`src/rtl/matmul_seq_ctrl.sv`:
```
// matmul_seq_ctrl: job sequencer for a 3x3 MAC-array matrix multiplier.
// Runs one job per accepted start. It clears the array, then streams k_len
// operand columns from a 1-cycle-latency buffer into the array. It waits one
// cycle for the sums to settle, then steps res_sel 0..8 through a valid/ready
// handshake.
//
// Ports:
//   clk, clear_n            clock (rising edge), async active-low reset
//   start, k_len            job request (taken only in IDLE), inner dimension
//   busy, done              job in flight, one-cycle completion pulse
//   op_rd, op_addr          operand buffer read strobe / column address
//   op_w_data, op_x_data    {lane3,lane2,lane1} operand columns, 1 cycle after op_rd
//   data_w1..3, data_x1..3  operand lanes to the MAC array (0 when not loading)
//   mac_load, mac_clear     MAC accumulate enable / synchronous clear
//   res_sel, res_valid      row-major result index and its valid flag
//   res_ready               consumer accepts the current res_sel
module matmul_seq_ctrl #(
  parameter int unsigned KW = 4,
  parameter int unsigned DW = 4
) (
  input  logic            clk,
  input  logic            clear_n,
  input  logic            start,
  input  logic [KW-1:0]   k_len,
  output logic            busy,
  output logic            done,
  output logic            op_rd,
  output logic [KW-1:0]   op_addr,
  input  logic [3*DW-1:0] op_w_data,
  input  logic [3*DW-1:0] op_x_data,
  output logic [DW-1:0]   data_w1,
  output logic [DW-1:0]   data_w2,
  output logic [DW-1:0]   data_w3,
  output logic [DW-1:0]   data_x1,
  output logic [DW-1:0]   data_x2,
  output logic [DW-1:0]   data_x3,
  output logic            mac_load,
  output logic            mac_clear,
  output logic [3:0]      res_sel,
  output logic            res_valid,
  input  logic            res_ready
);

  localparam int unsigned SW = 4;
  localparam logic [SW-1:0] LAST_SEL = SW'(8);

  typedef enum logic [2:0] {
    S_IDLE, S_CLR, S_ACC, S_DRAIN, S_SETTLE, S_OUT, S_FIN
  } state_e;

  state_e        state_q, state_d;
  logic [KW-1:0] kreg_q, kreg_d;
  logic          busy_q, busy_d;
  logic          done_q, done_d;
  logic          op_rd_q, op_rd_d;
  logic [KW-1:0] op_addr_q, op_addr_d;
  logic          mac_clear_q, mac_clear_d;
  logic [SW-1:0] res_sel_q, res_sel_d;
  logic          res_valid_q, res_valid_d;
  logic          mac_load_q;

  // State and registered outputs; mac_load is op_rd delayed to meet buffer latency.
  always_ff @(posedge clk or negedge clear_n) begin
    if (!clear_n) begin
      state_q     <= S_IDLE;
      kreg_q      <= '0;
      busy_q      <= 1'b0;
      done_q      <= 1'b0;
      op_rd_q     <= 1'b0;
      op_addr_q   <= '0;
      mac_clear_q <= 1'b0;
      res_sel_q   <= '0;
      res_valid_q <= 1'b0;
      mac_load_q  <= 1'b0;
    end else begin
      state_q     <= state_d;
      kreg_q      <= kreg_d;
      busy_q      <= busy_d;
      done_q      <= done_d;
      op_rd_q     <= op_rd_d;
      op_addr_q   <= op_addr_d;
      mac_clear_q <= mac_clear_d;
      res_sel_q   <= res_sel_d;
      res_valid_q <= res_valid_d;
      mac_load_q  <= op_rd_q;
    end
  end

  // Next state; outputs are decoded for the state being entered so they
  // appear registered in the cycle that state is occupied.
  always_comb begin
    state_d     = state_q;
    kreg_d      = kreg_q;
    busy_d      = busy_q;
    done_d      = 1'b0;
    op_rd_d     = 1'b0;
    op_addr_d   = '0;
    mac_clear_d = 1'b0;
    res_sel_d   = '0;
    res_valid_d = 1'b0;
    case (state_q)
      S_IDLE: begin
        if (start) begin
          state_d     = S_CLR;
          kreg_d      = k_len;
          busy_d      = 1'b1;
          mac_clear_d = 1'b1;
        end
      end
      S_CLR: begin
        if (kreg_q == '0) begin
          state_d = S_SETTLE;
        end else begin
          state_d   = S_ACC;
          op_rd_d   = 1'b1;
          op_addr_d = '0;
        end
      end
      S_ACC: begin
        // The cycle issuing the last column address is the last ACC cycle.
        if (op_addr_q == kreg_q - KW'(1)) begin
          state_d = S_DRAIN;
        end else begin
          op_rd_d   = 1'b1;
          op_addr_d = op_addr_q + KW'(1);
        end
      end
      S_DRAIN: begin
        state_d = S_SETTLE;
      end
      S_SETTLE: begin
        state_d     = S_OUT;
        res_valid_d = 1'b1;
      end
      S_OUT: begin
        res_valid_d = 1'b1;
        res_sel_d   = res_sel_q;
        if (res_ready) begin
          if (res_sel_q == LAST_SEL) begin
            state_d     = S_FIN;
            res_valid_d = 1'b0;
            res_sel_d   = '0;
            done_d      = 1'b1;
          end else begin
            res_sel_d = res_sel_q + SW'(1);
          end
        end
      end
      S_FIN: begin
        state_d = S_IDLE;
        busy_d  = 1'b0;
      end
      default: begin
        state_d = S_IDLE;
        busy_d  = 1'b0;
      end
    endcase
  end

  assign busy      = busy_q;
  assign done      = done_q;
  assign op_rd     = op_rd_q;
  assign op_addr   = op_addr_q;
  assign mac_clear = mac_clear_q;
  assign mac_load  = mac_load_q;
  assign res_sel   = res_sel_q;
  assign res_valid = res_valid_q;

  // Operand lanes pass through only while loading so idle cycles present zero.
  assign data_w1 = mac_load_q ? op_w_data[DW-1:0]      : '0;
  assign data_w2 = mac_load_q ? op_w_data[2*DW-1:DW]   : '0;
  assign data_w3 = mac_load_q ? op_w_data[3*DW-1:2*DW] : '0;
  assign data_x1 = mac_load_q ? op_x_data[DW-1:0]      : '0;
  assign data_x2 = mac_load_q ? op_x_data[2*DW-1:DW]   : '0;
  assign data_x3 = mac_load_q ? op_x_data[3*DW-1:2*DW] : '0;

endmodule

```
`config.mk`:
```
export PLATFORM = sky130hd
export DESIGN_NAME = matmul_seq_ctrl
export DESIGN_NICKNAME = d
export VERILOG_FILES = /design/src/rtl/matmul_seq_ctrl.sv
export SDC_FILE = /design/constraint.sdc
export NUM_CORES = 1
export LEC_CHECK = 0
export ABC_AREA = 1
export ABC_CLOCK_PERIOD_IN_PS = 3350
export BUFFER_PORTS_ARGS = -buffer_cell sky130_fd_sc_hd__buf_2
export CORE_ASPECT_RATIO = 1.5
export CORE_MARGIN = 5
export CORE_UTILIZATION = 47
export DETAILED_ROUTE_END_ITERATION = 8
export GPL_TIMING_DRIVEN = 1
export MAX_ROUTING_LAYER = met4
export PLACE_DENSITY = 0.85
export REMOVE_ABC_BUFFERS = 1
export SETUP_SLACK_MARGIN = 0.3
export SYNTH_ARGS = -nofsm -noshare
export SYNTH_HDL_FRONTEND = slang
export SYNTH_SLANG_ARGS = --single-unit
```
`constraint.sdc`:
```
create_clock -name clk -period 3.35 [get_ports clk]
set_input_delay 0.67 -clock clk [delete_from_list [all_inputs] [get_ports clk]]
set_output_delay 0.67 -clock clk [all_outputs]
set_load 0.01 [all_outputs]
```
==> Flow_metrics.wiki <==
{| class="wikitable"
! Metric !! Value
|-
| Outcome || complete, no violations
|-
| Hold Fails Final Rpt || 0
|-
| Die Height || between 70 and 80 um
|-
| Type of element launching the critical path || flip-flop
|-
| Fill count || 234
|-
| Terminus of the critical flop-to-flop path || op_rd$_DFF_PN0_
|-
| Residual antenna-violating net count after detailed routing || 0
|-
| Final number of max-transition violations || 0
|-
| Min-delay worst type || in2async
|-
| Via count normalized by instance count || around 4.4
|-
| Max-cap viol count || 0
|-
| Starting Density || 0.477
|-
| Clock insertion delay at the later pin of the skew report || 0.25 ns
|-
| CP Class || reg2out
|-
| Fin crit period || about 2 ns
|-
| Routed via count || approximately 1,300
|-
| Unrepaired setup endpoints after global routing || no
|-
| Final RePlAce weighted congestion || roughly 0.77
|-
| DRT Wirelength || a little under 3000 um
|-
| Share of the clock period used by the worst path || 0.592
|-
| Average size of a mapped cell || 6.94 um2
|-
| Via count of the first global-routing pass || 1,194
|-
| Maximum clock skew at final layout || 0.00389 ns
|-
| # rows || 23
|-
| Final Setup Violations || 0
|-
| DRC marker count from the first detailed-route iteration || 34
|-
| Maximum cell stage delay along the critical path || 0.75 ns
|-
| Standard cell with the maximum stage delay on the critical path || dfrtp_1
|-
| CP Buf/Inv Count || 2
|-
| Netlist area before placement || 1250 um2
|-
| Layout Area Growth over Synthesis || 34.4%
|-
| Die span in x || approximately 52 um
|-
| Maximum fanout encountered on the critical timing path || 25
|-
| Clock tree from TritonCTS || done
|-
| Post-synthesis share of cell area spent on full adders, half adders and majority gates || 0.0501
|-
| Worst VDD drop || around 0.52 mV
|-
| # clock sinks || 21
|-
| Overflow after GRT || 0
|-
| Simple logic cell fraction of the synthesized area || 0.324
|-
| Antenna violations before repair || 0
|-
| Buffers inserted during post-CTS setup optimization || 0
|-
| Maximum operating frequency || between 0.5 and 0.6 GHz
|-
| CTS Root Cell || clkbuf_8
|-
| Die ar. || around 3800 um2
|-
| Crit-path leading delay family || flip-flops
|-
| Reg clk slew, reported paths || 0.07 ns
|-
| Filler-free cell count of the finished design || ~290
|-
| I/O Buffers || 69
|-
| Count of state elements after synthesis || 21
|-
| Crit end category || primary output
|-
| Pin count of the biggest net entering global routing || 26
|-
| Total clock buffers created by CTS || 3
|-
| DR WL/cell || just over 10 um
|-
| Overall Global Routing Usage || 0.171
|-
| Post-detail-place hpwl || between 2000 and 2500 um
|-
| Antenna diode instance count || 0
|-
| DRC violation count after routing || 0
|-
| Total power density per cell area || between 600 and 700 nW/um2
|-
| Number of gates resized after cts || 0
|-
| Area inside the core boundary || 2620 um2
|-
| Rel. slew slack || 0.577
|-
| R2r setup slk || 1.75 ns
|-
| Hold-fix buffers at CTS || 0
|-
| DRT Pass-1 Iters || 4
|-
| Crit-path cells || nand2_1 -> inv_1 -> buf_2
|-
| Unique cell type count in the Yosys netlist || 22
|-
| Number of nets in the layout || 289
|-
| CP Data Arrival Time || between 1 and 1.5 ns
|-
| Buffer depth of the longest clock path || 2
|-
| Area fraction in compound gates after synthesis || 0.0501
|-
| Largest family of logic cells by synthesized area || simple AND/OR/NAND/NOR gates
|-
| Placed Cells incl. Taps || 284
|-
| Mux share of post-synthesis cell area || 0
|-
| Number of cells traversed by the worst register-to-register path || 10
|-
| Data required time of the critical path || 2.68 ns
|-
| Worst slew pin tran || between 0.6 and 0.7 ns
|-
| Yosys warns || 0
|-
| Layout cells sized above 1 || 0.335
|-
| Number of instances in the synthesized netlist || between 150 and 200
|-
| Sequential share of the synthesized area || 0.421
|-
| Wire length of the first global-routing pass || about 4800 um
|-
| Ports placed on the boundary || 70
|-
| Synthesized-area fraction occupied by xor and xnor cells || 0.0140
|-
| H-tree levels || 1
|-
| Launch point of the worst reg-to-reg path || kreg_q[0]$_DFFE_PN0P_
|-
| Cell leakage power || between 1 and 1.5 nW
|-
| Total negative slack for setup checks || 0 ns
|}
[kinds of logic (layout without fill, tap and decap cells)]
family	count (synthesis)	in the layout
and+or+nand+nor	93	93
buffers and inverters	47	118
DFF	21	21
AOI/OAI and AO/OA	12	12
adders and majority gates	5	5
xor gates and xnor gates	2	2
[sequential cells by signal, indices dropped and copies added, names as in the netlist]
| name | count |
|---|---|
| kreg_q | 4 |
| op_addr | 4 |
| res_sel | 4 |
| state_q | 3 |
| busy | 1 |
| done | 1 |
| mac_clear | 1 |
| mac_load | 1 |
| op_rd | 1 |
| res_valid | 1 |
[cells in the mapped netlist]
cell type | count | area share
nand2_1 | 56 | 0.17
inv_1 | 40 | 0.12
dfrtp_1 | 21 | 0.42
nor2_1 | 16 | 0.048
nand3_1 | 9 | 0.036
o21ai_0 | 7 | 0.028
ha_1 | 5 | 0.050
inv_2 | 5 | 0.015
a21oi_1 | 3 | 0.012
nor3_1 | 3 | 0.012
clkbuf_1 | 2 | 0.0060
nand2_2 | 2 | 0.010
nand4_1 | 2 | 0.010
and3_4 | 1 | 0.0090
nand2_4 | 1 | 0.0090
nand3_2 | 1 | 0.0080
nor2_2 | 1 | 0.0050
nor3_2 | 1 | 0.0080
o21ai_1 | 1 | 0.0040
o31ai_1 | 1 | 0.0060
xnor2_1 | 1 | 0.0070
xor2_1 | 1 | 0.0070
[metrics by stage]
stage	setup WS, ns	instance area [um2]	utilization	hold WS [ns]	power [mW]
after floorplan	1.79	1240	-	0.374	0.801
after global placement	1.65	1630	0.624	0.359	0.993
after detailed placement	1.61	1630	0.624	0.360	1.01
after CTS	1.33	1680	0.641	0.376	1.17
after global routing	1.21	1680	0.641	0.396	1.28
final	1.37	1680	0.641	0.354	1.16
[worst reg2reg max path: cells and delay by family, from the launching register on]
kind / cells / cell delay, ns
simple gates: 6 / 0.54
fa+ha+maj: 1 / 0.31
buf+inv: 2 / 0.11
flops: 1 / 0.38
compound gates: 1 / 0.13
[layer usage]
metal  track usage  up-vias  wire length, um
li1              -      674                -
met1         0.160      541             1090
met2         0.323       51             1530
met3        0.0429        2              326
met4        0.0612        0               21
met5             -        -                0
[power breakdown]
group | internal, mW | total (mW) | leakage, nW | switching [mW]
logic | 0.230 | 0.573 | 0.838 | 0.344
registers | 0.330 | 0.425 | 0.274 | 0.0952
clock network | 0.0845 | 0.160 | 0.0228 | 0.0752
total | 0.644 | 1.16 | 1.13 | 0.514
[cells in the final DEF, fill, tap and decap left out, types with 3 or more instances in the layout]
cell       n
inv_2      5
o21ai_0    7
a21oi_1    3
nor3_1     3
ha_1       5
nand2_1   56
nor2_1    16
nand3_1    9
dfrtp_1   21
clkbuf_8   3
inv_1     40
buf_2     69
[area by class of cell]
cell class,count,area (um2),area share
clock buffers,4,45.0,0.0268
inverters,45,169,0.101
multi-input cells,112,547,0.326
flip-flops and latches,21,526,0.313
well taps,37,46.3,0.0276
repair buffers,69,345,0.206
[worst max path at each step]
stage,slack (ns),start,cells after the start,end
global placement,1.65,mac_load$_DFF_PN0_,3,data_x2[3]
detailed placement,1.61,mac_load$_DFF_PN0_,3,data_x2[3]
global route,1.21,mac_load$_DFF_PN0_,3,data_x1[1]
floorplan,1.79,mac_load$_DFF_PN0_,2,data_w1[0]
CTS,1.33,mac_load$_DFF_PN0_,3,data_x2[3]
finish,1.37,mac_load$_DFF_PN0_,3,data_x2[3]
No activity file was read; power rests on OpenSTA's default activity.
